`src/rtl/game_pkg.sv`:
```
// -----------------------------------------------------------------------------
// game_pkg
// Shared definitions for the asteroid-escape game sequencer:
//   - game_state_e  : state codes driven on game_flow_ctrl.game_state
//   - over_reason_e : reason codes driven on game_flow_ctrl.over_reason
//   - button index constants into the 5-bit btn bus
//   - max_int       : helper used to size the hold-seconds counter
// -----------------------------------------------------------------------------
package game_pkg;

  typedef enum logic [2:0] {
    ST_IDLE      = 3'd0,
    ST_OPENING   = 3'd1,
    ST_RUNNING   = 3'd2,
    ST_GAME_OVER = 3'd3,
    ST_LEVEL_UP  = 3'd4,
    ST_LIFE_LOST = 3'd5,
    ST_PAUSED    = 3'd6
  } game_state_e;

  typedef enum logic [1:0] {
    RSN_NONE      = 2'd0,
    RSN_COLLISION = 2'd1,
    RSN_TIMEOUT   = 2'd2,
    RSN_WIN       = 2'd3
  } over_reason_e;

  localparam int NUM_BTNS  = 5;
  localparam int START_BTN = 0;
  localparam int PAUSE_BTN = 1;

  function automatic int max_int(input int a, input int b);
    return (a > b) ? a : b;
  endfunction

endpackage

```
`src/rtl/btn_edge_det.sv`:
```
// -----------------------------------------------------------------------------
// btn_edge_det
// Per-bit rising-edge detector. Keeps a registered copy of the (already
// synchronised) button bus and flags bits that are high now but were low on
// the previous cycle. A held button therefore yields a single one-cycle pulse.
//
// Ports:
//   clk     in   clock
//   rst     in   asynchronous active-high reset (clears the registered copy)
//   btn_i   in   WIDTH  button levels
//   rise_o  out  WIDTH  one-cycle rising-edge pulses
// -----------------------------------------------------------------------------
module btn_edge_det #(
  parameter int WIDTH = 5
) (
  input  logic             clk,
  input  logic             rst,
  input  logic [WIDTH-1:0] btn_i,
  output logic [WIDTH-1:0] rise_o
);

  logic [WIDTH-1:0] btn_q;

  always_ff @(posedge clk or posedge rst) begin
    if (rst) begin
      btn_q <= '0;
    end else begin
      btn_q <= btn_i;
    end
  end

  generate
    for (genvar gi = 0; gi < WIDTH; gi++) begin : g_rise
      assign rise_o[gi] = btn_i[gi] & ~btn_q[gi];
    end
  endgenerate

endmodule

```
`src/rtl/game_flow_ctrl.sv`:
```
// -----------------------------------------------------------------------------
// game_flow_ctrl
// Top-level game sequencer: levels, lives, timed inter-level / life-lost
// holds, timed game-over hold, game-over reason and countdown timer control.
//
// Optional feature macro: GAME_PAUSE_EN
//   defined   -> PAUSED state and the pause-button edge are compiled in.
//   undefined -> btn[1] is ignored; state code 6 is treated as illegal.
//
// Ports:
//   game_clk            in   clock
//   rst                 in   asynchronous active-high reset
//   btn                 in   5  synchronised buttons (0 = start, 1 = pause)
//   sec_tick            in   one-cycle pulse per second
//   collision_detected  in   ship hit (level)
//   exit_reached        in   ship at exit (level)
//   timer_bcd           in   4*NUM_DIGITS countdown value, digit 0 in [3:0]
//   game_state          out  3  current state code
//   level               out  current level, 0-based
//   lives               out  remaining lives
//   timer_load          out  one-cycle reload pulse for the countdown
//   timer_run           out  countdown enable
//   over_reason         out  2  NONE/COLLISION/TIMEOUT/WIN
//   hold_secs           out  seconds elapsed in the current state
// All outputs are registered.
// -----------------------------------------------------------------------------
module game_flow_ctrl
  import game_pkg::*;
#(
  parameter int NUM_DIGITS    = 4,
  parameter int LEVELS        = 4,
  parameter int LIVES         = 3,
  parameter int INTER_SEC     = 2,
  parameter int OVER_HOLD_SEC = 8
) (
  input  logic                                                   game_clk,
  input  logic                                                   rst,
  input  logic [4:0]                                             btn,
  input  logic                                                   sec_tick,
  input  logic                                                   collision_detected,
  input  logic                                                   exit_reached,
  input  logic [4*NUM_DIGITS-1:0]                                timer_bcd,
  output logic [2:0]                                             game_state,
  output logic [$clog2(LEVELS)-1:0]                              level,
  output logic [$clog2(LIVES+1)-1:0]                             lives,
  output logic                                                   timer_load,
  output logic                                                   timer_run,
  output logic [1:0]                                             over_reason,
  output logic [$clog2(max_int(INTER_SEC, OVER_HOLD_SEC)+1)-1:0] hold_secs
);

  localparam int LW  = $clog2(LEVELS);
  localparam int LVW = $clog2(LIVES+1);
  localparam int HW  = $clog2(max_int(INTER_SEC, OVER_HOLD_SEC)+1);

  localparam logic [LW-1:0]  LEVEL_LAST = LW'(LEVELS-1);
  localparam logic [LW-1:0]  LEVEL_ONE  = LW'(1);
  localparam logic [LVW-1:0] LIVES_INIT = LVW'(LIVES);
  localparam logic [LVW-1:0] LIVES_ONE  = LVW'(1);
  localparam logic [HW-1:0]  INTER_CNT  = HW'(INTER_SEC);
  localparam logic [HW-1:0]  OVER_CNT   = HW'(OVER_HOLD_SEC);
  localparam logic [HW-1:0]  HOLD_MAX   = '1;

  // ---------------------------------------------------------------------------
  // Button edges
  // ---------------------------------------------------------------------------
  logic [NUM_BTNS-1:0] rise;
  logic                start_e;
  logic                pause_e;
  logic                unused_rise;

  btn_edge_det #(
    .WIDTH (NUM_BTNS)
  ) u_btn_edge (
    .clk    (game_clk),
    .rst    (rst),
    .btn_i  (btn),
    .rise_o (rise)
  );

  assign start_e = rise[START_BTN];

`ifdef GAME_PAUSE_EN
  assign pause_e     = rise[PAUSE_BTN];
  assign unused_rise = ^rise[NUM_BTNS-1:2];
`else
  assign pause_e     = 1'b0;
  assign unused_rise = ^{rise[NUM_BTNS-1:1], pause_e};
`endif

  // ---------------------------------------------------------------------------
  // Timeout: every BCD digit is zero
  // ---------------------------------------------------------------------------
  logic [NUM_DIGITS-1:0] digit_zero;
  logic                  timeout;

  generate
    for (genvar gi = 0; gi < NUM_DIGITS; gi++) begin : g_digit
      assign digit_zero[gi] = (timer_bcd[4*gi +: 4] == 4'h0);
    end
  endgenerate

  // ---------------------------------------------------------------------------
  // State and registered outputs
  // ---------------------------------------------------------------------------
  game_state_e    state_q,      state_d;
  logic [LW-1:0]  level_q,      level_d;
  logic [LVW-1:0] lives_q,      lives_d;
  over_reason_e   reason_q,     reason_d;
  logic           timer_load_q, timer_load_d;
  logic           timer_run_q,  timer_run_d;
  logic [HW-1:0]  hold_q,       hold_d;

  // The timer has not yet been reloaded during the timer_load cycle, so its
  // stale zero value must not count as a timeout.
  assign timeout = (&digit_zero) & ~timer_load_q;

  always_ff @(posedge game_clk or posedge rst) begin
    if (rst) begin
      state_q      <= ST_OPENING;
      level_q      <= '0;
      lives_q      <= LIVES_INIT;
      reason_q     <= RSN_NONE;
      timer_load_q <= 1'b0;
      timer_run_q  <= 1'b0;
      hold_q       <= '0;
    end else begin
      state_q      <= state_d;
      level_q      <= level_d;
      lives_q      <= lives_d;
      reason_q     <= reason_d;
      timer_load_q <= timer_load_d;
      timer_run_q  <= timer_run_d;
      hold_q       <= hold_d;
    end
  end

  always_comb begin
    state_d  = state_q;
    level_d  = level_q;
    lives_d  = lives_q;
    reason_d = reason_q;

    case (state_q)
      ST_IDLE: begin
        level_d  = '0;
        lives_d  = LIVES_INIT;
        reason_d = RSN_NONE;
        state_d  = ST_OPENING;
      end

      ST_OPENING: begin
        if (start_e) begin
          state_d = ST_RUNNING;
        end
      end

      ST_RUNNING: begin
        // Priority: collision, timeout, exit, pause.
        if (collision_detected) begin
          if (lives_q > LIVES_ONE) begin
            lives_d = lives_q - LIVES_ONE;
            state_d = ST_LIFE_LOST;
          end else begin
            lives_d  = '0;
            reason_d = RSN_COLLISION;
            state_d  = ST_GAME_OVER;
          end
        end else if (timeout) begin
          reason_d = RSN_TIMEOUT;
          state_d  = ST_GAME_OVER;
        end else if (exit_reached) begin
          if (level_q == LEVEL_LAST) begin
            reason_d = RSN_WIN;
            state_d  = ST_GAME_OVER;
          end else begin
            level_d = level_q + LEVEL_ONE;
            state_d = ST_LEVEL_UP;
          end
        end else if (pause_e) begin
          state_d = ST_PAUSED;
        end
      end

      ST_LEVEL_UP, ST_LIFE_LOST: begin
        if (hold_q >= INTER_CNT) begin
          state_d = ST_RUNNING;
        end
      end

      ST_GAME_OVER: begin
        if ((hold_q >= OVER_CNT) || start_e) begin
          state_d = ST_IDLE;
        end
      end

`ifdef GAME_PAUSE_EN
      ST_PAUSED: begin
        if (pause_e) begin
          state_d = ST_RUNNING;
        end
      end
`endif

      default: begin
        state_d = ST_IDLE;
      end
    endcase

    // Reload only on entries that start a fresh countdown; returning from
    // PAUSED resumes the existing count.
    timer_load_d = (state_d == ST_RUNNING) &&
                   ((state_q == ST_OPENING) ||
                    (state_q == ST_LEVEL_UP) ||
                    (state_q == ST_LIFE_LOST));
    timer_run_d  = (state_d == ST_RUNNING);

    // A tick landing on the transition cycle belongs to neither state.
    if (state_d != state_q) begin
      hold_d = '0;
    end else if (sec_tick && (hold_q != HOLD_MAX)) begin
      hold_d = hold_q + 1'b1;
    end else begin
      hold_d = hold_q;
    end
  end

  assign game_state  = state_q;
  assign level       = level_q;
  assign lives       = lives_q;
  assign timer_load  = timer_load_q;
  assign timer_run   = timer_run_q;
  assign over_reason = reason_q;
  assign hold_secs   = hold_q;

endmodule

```
`config.mk`:
```
export PLATFORM = sky130hd
export DESIGN_NAME = game_flow_ctrl
export DESIGN_NICKNAME = d
export VERILOG_FILES = /design/src/rtl/game_pkg.sv /design/src/rtl/btn_edge_det.sv /design/src/rtl/game_flow_ctrl.sv
export SDC_FILE = /design/constraint.sdc
export NUM_CORES = 1
export LEC_CHECK = 0
export CAP_MARGIN = 20
export CELL_PAD_IN_SITES_DETAIL_PLACEMENT = 1
export CELL_PAD_IN_SITES_GLOBAL_PLACEMENT = 2
export CORE_ASPECT_RATIO = 0.9
export CORE_MARGIN = 2
export CORE_UTILIZATION = 26
export CTS_CLUSTER_SIZE = 12
export DETAILED_ROUTE_END_ITERATION = 7
export GPL_TIMING_DRIVEN = 0
export PLACE_DENSITY_LB_ADDON = 0.1
export SLEW_MARGIN = 20
export SYNTH_ARGS = -nofsm -noshare
export SYNTH_HDL_FRONTEND = slang
export SYNTH_SLANG_ARGS = --single-unit
```
`constraint.sdc`:
```
create_clock -name game_clk -period 3.61 [get_ports game_clk]
set_input_delay 0.5415 -clock game_clk [delete_from_list [all_inputs] [get_ports game_clk]]
set_output_delay 0.5415 -clock game_clk [all_outputs]
set_load 0.01 [all_outputs]
```
# After elaboration in Yosys (flattened, before gate mapping)

Index checks and enable logic that the tools add are counted.

Magnitude comparators: 3
Bitwise gates (word level): 4
Equal/unequal tests: 17
Add/subtract/negate cells: 3
Muxes and demuxes: 25
Reductions and logical operators: 17

Operator list:

| cell                | count |
|---|---|
| $mux 3              | 8 |
| $mux 2              | 11 |
| $logic_not 4->1     | 4 |
| $pmux 3 s5          | 1 |
| $ne 4x4->1 const B  | 3 |
| $pmux 2 s2          | 3 |
| $ne 2x2->1 const B  | 5 |
| $eq 3x2->1 const B  | 3 |
| $mux 4              | 2 |
| $reduce_and 4->1    | 2 |
| $eq 3x3->1 const B  | 2 |
| $reduce_and 5->1    | 1 |
| $add 4x1->4 const B | 1 |
| $ge 4x2->1 const B  | 1 |
| $ge 4x4->1 const B  | 1 |
| $reduce_bool 2->1   | 2 |
| $eq 3x1->1 const B  | 1 |
| $logic_not 3->1     | 1 |
| $logic_or 1x1->1    | 3 |
| $ne 3x3->1          | 1 |
| $ne 3x3->1 const B  | 1 |
| $add 2x1->2 const B | 1 |
| $and 1x1->1         | 2 |
| $eq 2x2->1 const B  | 1 |
| 6 further kinds     | 8 |

Output and inout bits: 15
Input port bits: 26
Register bits: 16
Logic and storage cells: 77

# Longest topological paths before layout

Depth in word-level cells: 8
Mapped depth: 7
Depth with buffers taken out: 7

# Hierarchy

From an unflattened synthesis, not the netlist that was laid out.

Cells, all modules: 121
Area total of the unflattened synthesis: 1179.9 um^2

Modules (own cells, without submodules):

| module         | sequential area each (um^2) | times used | area an instance (um^2) | cells an instance |
|---|---|---|---|---|
| game_flow_ctrl | 379.1                       | 1          | 982.2                   | 110 |
| btn_edge_det   | 125.1                       | 1          | 197.7                   | 11 |

# Worst setup path before layout

No wires, ideal clock.

Path kind: input to register
Start: input port timer_bcd[2]
End: register level_q[0] (netlist: level[0])
Data arrival time: 1.749 ns
Stages on the path: 5
Setup time: 0.118 ns
Required time: 3.492 ns
Path slack: 1.743 ns
Buffers on the path: 0
Path through: or4_1 nor4_4 a211oi_1 nor3b_1 a21o_1

Word-level cells in the longest chain between the ends: 5

RTL lines:

| what                              | RTL line              | source |
|---|---|---|
| start: declaration                | game_flow_ctrl.sv:42  | `input logic [4*NUM_DIGITS-1:0] timer_bcd,` |
| $logic_not 4->1                   | game_flow_ctrl.sv:99  | `assign digit_zero[gi] = (timer_bcd[4*gi +: 4] == 4'h0);` |
| $reduce_and 4->1                  | game_flow_ctrl.sv:116 | `assign timeout = (&digit_zero) & ~timer_load_q;` |
| $and 1x1->1                       | game_flow_ctrl.sv:116 |  |
| $ne 2x2->1 (no source line)       | n/a                   |  |
| $reduce_and 5->1 (no source line) | n/a                   |  |
| end signal: assignment            | game_flow_ctrl.sv:129 | `level_q <= level_d;` |
| end: declaration                  | game_flow_ctrl.sv:107 | `logic [LW-1:0] level_q, level_d;` |

Every way passes these cells.
A chain may end at the register's enable or synchronous reset.

# Final worst setup path

Start: input port timer_bcd[2]
End: register level_q[1] (netlist: level[1])

Same word-level chain as after synthesis.

==> flow_results.xml <==
<?xml version="1.0" encoding="UTF-8"?>
<metrics>
  <group name="worst_setup_path">
    <metric name="cp.required" unit="ns">3.79</metric>
    <metric name="crit_chain" unit="">clkdlybuf4s50_1 &gt; or4_1 &gt; nor4_4 &gt; a211oi_1 &gt; o21ai_1 &gt; a32o_1</metric>
    <metric name="timing_worst_setup_path_type" unit="">in2reg</metric>
    <metric name="crit_path_max_fanout" unit="">4</metric>
    <metric name="timing.critical_path.slowest_cell_delay" unit="ns">0.57</metric>
    <metric name="endpoint_kind" unit="">register</metric>
    <metric name="arrival" unit="ns">2.34</metric>
    <metric name="worst-path-buf-inv" unit="">1</metric>
    <metric name="critical_path.top_delay_family" unit="">simple AND/OR/NAND/NOR gates</metric>
    <metric name="start_kind" unit="">input pin</metric>
    <metric name="cpMaxStageDelayCell" unit="">sky130_fd_sc_hd__or4_1</metric>
  </group>
  <group name="floorplan">
    <metric name="die_w" unit="um">67.6</metric>
    <metric name="num_io_pins" unit="">41</metric>
    <metric name="die_height" unit="um">61.3</metric>
    <metric name="fp.dieArea" unit="sq um">4140</metric>
    <metric name="placeableCoreArea" unit="sq um">3430</metric>
    <metric name="core.rowCount" unit="">20</metric>
    <metric name="initial_core_util" unit="%">27.6</metric>
  </group>
  <group name="sta">
    <metric name="finalCriticalPeriod" unit="ns">2.16</metric>
    <metric name="timing.final.hold_violations" unit="">0</metric>
    <metric name="finalSetupTns" unit="ns">0</metric>
    <metric name="finalSetupViolations" unit="">0</metric>
    <metric name="clock-skew-final" unit="ns">0.00139</metric>
    <metric name="slew_viol_final" unit="">0</metric>
    <metric name="max_freq" unit="MHz">463</metric>
    <metric name="rsz_0062_raised_after_global_routing" unit="">false</metric>
    <metric name="min_period_over_period" unit="%">59.9</metric>
    <metric name="worst_rel_slew_slack" unit="%">59.5</metric>
    <metric name="tightestPinTransition" unit="ns">0.606</metric>
  </group>
  <group name="synthesis">
    <metric name="yosysUniqueCellTypes" unit="">42</metric>
    <metric name="synth_flop_cell" unit="">sky130_fd_sc_hd__dfrtp_1</metric>
    <metric name="synthDominantCellAreaShare" unit="%">34.3</metric>
    <metric name="ys.warnings.count" unit="">0</metric>
    <metric name="post_synth_fa_ha_maj_area_fraction" unit="%">3.96</metric>
    <metric name="synth.net_count" unit="">125</metric>
    <metric name="post_synth_and_or_nand_nor_area_fraction" unit="%">26.4</metric>
    <metric name="synth.largest_area_cell" unit="">sky130_fd_sc_hd__dfrtp_1</metric>
    <metric name="syn_area" unit="sq um">947</metric>
    <metric name="dominant_combinational_cell_family_by_area_after_synthesis" unit="">simple AND/OR/NAND/NOR gates</metric>
    <metric name="synth_area_leaders" unit="">sky130_fd_sc_hd__dfrtp_1 (34%), sky130_fd_sc_hd__dfstp_2 (8.3%), sky130_fd_sc_hd__ha_1 (4.0%)</metric>
    <metric name="syn_area_per_cell" unit="sq um">9.87</metric>
    <metric name="synth_enable_flop_cells" unit="">0</metric>
    <metric name="yosys.area_share.xor_xnor" unit="%">0.925</metric>
    <metric name="complex_gate_fraction_of_the_synthesized_area" unit="%">19.3</metric>
    <metric name="async_flop_share" unit="%">100</metric>
    <metric name="yosys-mux-area-fraction" unit="%">2.25</metric>
    <metric name="synthesized_instance_count" unit="">96</metric>
    <metric name="synth-seq-area-share" unit="%">42.7</metric>
    <metric name="total_of_flip_flops_plus_latches_after_synthesis" unit="">16</metric>
  </group>
  <group name="pwr">
    <metric name="pwr_density_cell" unit="nW/um^2">631</metric>
    <metric name="power.ir.vdd_worst" unit="mV">0.275</metric>
    <metric name="p_leak" unit="nW">0.573</metric>
  </group>
  <group name="global_route">
    <metric name="antenna_found_initial" unit="">0</metric>
    <metric name="first_global_vias" unit="">953</metric>
    <metric name="use_met2" unit="%">24.9</metric>
    <metric name="global_route_wire_length_before_repair" unit="um">4330</metric>
    <metric name="grt_use_met1" unit="%">18.0</metric>
    <metric name="grt_max_degree" unit="">17</metric>
    <metric name="grt-ovfl-total" unit="">0</metric>
    <metric name="global_routing_usage_summed_across_all_routing_layers" unit="%">14.2</metric>
    <metric name="grt_most_used_layer" unit="">met2</metric>
    <metric name="groute.layer.met3.usage" unit="%">3.47</metric>
  </group>
  <group name="place">
    <metric name="port_buffers" unit="">35</metric>
    <metric name="dp_hpwl" unit="um">2210</metric>
    <metric name="routabilityCongestion" unit="">0.836</metric>
    <metric name="detailed_place.area" unit="sq um">1350</metric>
  </group>
  <group name="status">
    <metric name="run_status" unit="">completed</metric>
  </group>
  <group name="cts">
    <metric name="root_buffer_cell" unit="">sky130_fd_sc_hd__clkbuf_8</metric>
    <metric name="post_cts_hold_buffer_count" unit="">0</metric>
    <metric name="clock_tree.htree_level_count" unit="">1</metric>
    <metric name="clk_pin_slew_worst_paths" unit="ns">0.06</metric>
    <metric name="postCtsSetupRepairBufs" unit="">0</metric>
    <metric name="post_cts_resized" unit="">0</metric>
    <metric name="cts-root-to-sink-buffers" unit="">2</metric>
    <metric name="clock_sink_count" unit="">16</metric>
    <metric name="cts_tree" unit="">built</metric>
    <metric name="numCtsBuffers" unit="">3</metric>
    <metric name="clk-insertion-delay-late" unit="ns">0.25</metric>
  </group>
  <group name="routing">
    <metric name="drt-vias-per-instance" unit="">4.92</metric>
    <metric name="first_pass_iteration_count_of_the_detailed_router" unit="">4</metric>
    <metric name="post_drt_wl_per_cell" unit="um">15.1</metric>
    <metric name="postRouteAntennaNets" unit="">0</metric>
    <metric name="num_vias" unit="">880</metric>
    <metric name="totalWireLength" unit="um">2710</metric>
    <metric name="remaining_drc_errors" unit="">0</metric>
    <metric name="drt_iter0_markers" unit="">33</metric>
  </group>
  <group name="final_layout">
    <metric name="areaGrowthSynthToFinish" unit="%">47.6</metric>
    <metric name="final_antenna_diode_count" unit="">0</metric>
    <metric name="num-nets-final" unit="">165</metric>
    <metric name="final_area" unit="sq um">1400</metric>
    <metric name="fraction_of_final_layout_cells_with_drive_strength_greater_than_1" unit="%">14.8</metric>
  </group>
  <group name="hold_path">
    <metric name="tightest_hold_check_type" unit="">reg2reg</metric>
  </group>
  <group name="flow_run">
    <metric name="drv_cap" unit="">0</metric>
  </group>
</metrics>
==> power breakdown <==
part           switching [mW]  total [mW]  internal, mW
clock network          0.0585       0.137        0.0782
logic                   0.209       0.434         0.225
registers              0.0622       0.311         0.249
total                   0.330       0.881         0.552
==> cell families after synthesis <==
logic type,Yosys count
mux,2
buf+inv,7
simple gates,39
compound gates,28
fa+ha+maj,3
xor+xnor,1
flops,16
==> synthesized netlist by cell type, types with 2 or more instances <==
cell type,n
sky130_fd_sc_hd__o211ai_1,2
sky130_fd_sc_hd__or4_1,3
sky130_fd_sc_hd__nor3b_1,2
sky130_fd_sc_hd__dfstp_2,3
sky130_fd_sc_hd__inv_1,4
sky130_fd_sc_hd__o21ai_0,3
sky130_fd_sc_hd__nand2b_1,2
sky130_fd_sc_hd__nand3_1,4
sky130_fd_sc_hd__nor2_2,2
sky130_fd_sc_hd__o21ai_1,5
sky130_fd_sc_hd__nor2_1,6
sky130_fd_sc_hd__a211oi_1,2
sky130_fd_sc_hd__nand2_1,8
sky130_fd_sc_hd__buf_6,2
sky130_fd_sc_hd__ha_1,3
sky130_fd_sc_hd__dfrtp_1,13
sky130_fd_sc_hd__a21oi_1,7
==> sequential cells by signal (all words and copies together), names as in the netlist <==
register,cells
hold_secs,4
game_state,3
level,2
lives,2
over_reason,2
timer_load,1
timer_run,1
u_btn_edge.btn_q,1
==> path summary, 6_finish.rpt <==
kind | from | slack [ns] | cells past startpoint | endpoint
max reg2reg | hold_secs[0] | 1.66 | 7 | hold_secs[2]
min reg2reg | level[1] | 0.54 | 1 | level[1]
min | level[1] | 0.54 | 1 | level[1]
max | timer_bcd[2] | 1.45 | 6 | level[1]
max in group asynchronous | rst | 2.55 | 2 | over_reason[0]
min in group asynchronous | rst | 0.67 | 2 | hold_secs[2]
==> layout by cell type (no fill, tap or decap), types with 2 or more instances in the layout <==
master                            synthesis  routed
sky130_fd_sc_hd__o21ai_0                  3       3
sky130_fd_sc_hd__nor2_1                   6       6
sky130_fd_sc_hd__nand2_1                  8       8
sky130_fd_sc_hd__a21oi_1                  7       7
sky130_fd_sc_hd__nand3_1                  4       4
sky130_fd_sc_hd__inv_1                    4       4
sky130_fd_sc_hd__nor2_2                   2       2
sky130_fd_sc_hd__nor3b_1                  2       2
sky130_fd_sc_hd__clkbuf_8                 0       3
sky130_fd_sc_hd__a211oi_1                 2       2
sky130_fd_sc_hd__buf_6                    2       2
sky130_fd_sc_hd__dfstp_2                  3       3
sky130_fd_sc_hd__or4_1                    3       3
sky130_fd_sc_hd__dfrtp_1                 13      13
sky130_fd_sc_hd__clkdlybuf4s50_1          0      35
sky130_fd_sc_hd__o211ai_1                 2       2
sky130_fd_sc_hd__o21ai_1                  5       5
sky130_fd_sc_hd__ha_1                     3       3
sky130_fd_sc_hd__nand2b_1                 2       2
==> stage by stage <==
stage	hold WS, ns	utilization, %	setup slack, ns	power, mW	cells
2_1_floorplan	0.453	-	1.74	0.543	96
3_3_place_gp	0.507	39.5	1.24	0.735	175
3_5_place_dp	0.533	39.5	1.22	0.748	175
4_1_cts	0.547	40.8	1.47	0.891	179
5_1_grt	0.580	40.8	1.34	0.943	179
6_report	0.542	40.8	1.45	0.881	179
==> area by class of cell <==
| type | instances | area (sq um) |
|---|---|---|
| multi-input combinational | 73 | 500 |
| inverter | 4 | 15.0 |
| fill | 397 | 2030 |
| tap | 44 | 55.1 |
| clock buffer | 4 | 45.0 |
| buffer | 3 | 27.5 |
| sequential | 16 | 404 |
| timing repair buffer | 35 | 350 |
==> per-layer routing <==
| metal | share of wire, % | routed length (um) |
|---|---|---|
| met1 | 47 | 1280 |
| met2 | 47 | 1270 |
| met3 | 5.8 | 157 |
| met4 | 0.30 | 8 |
| met5 | 0 | 0 |
No activity file was read; power rests on OpenSTA's default activity.
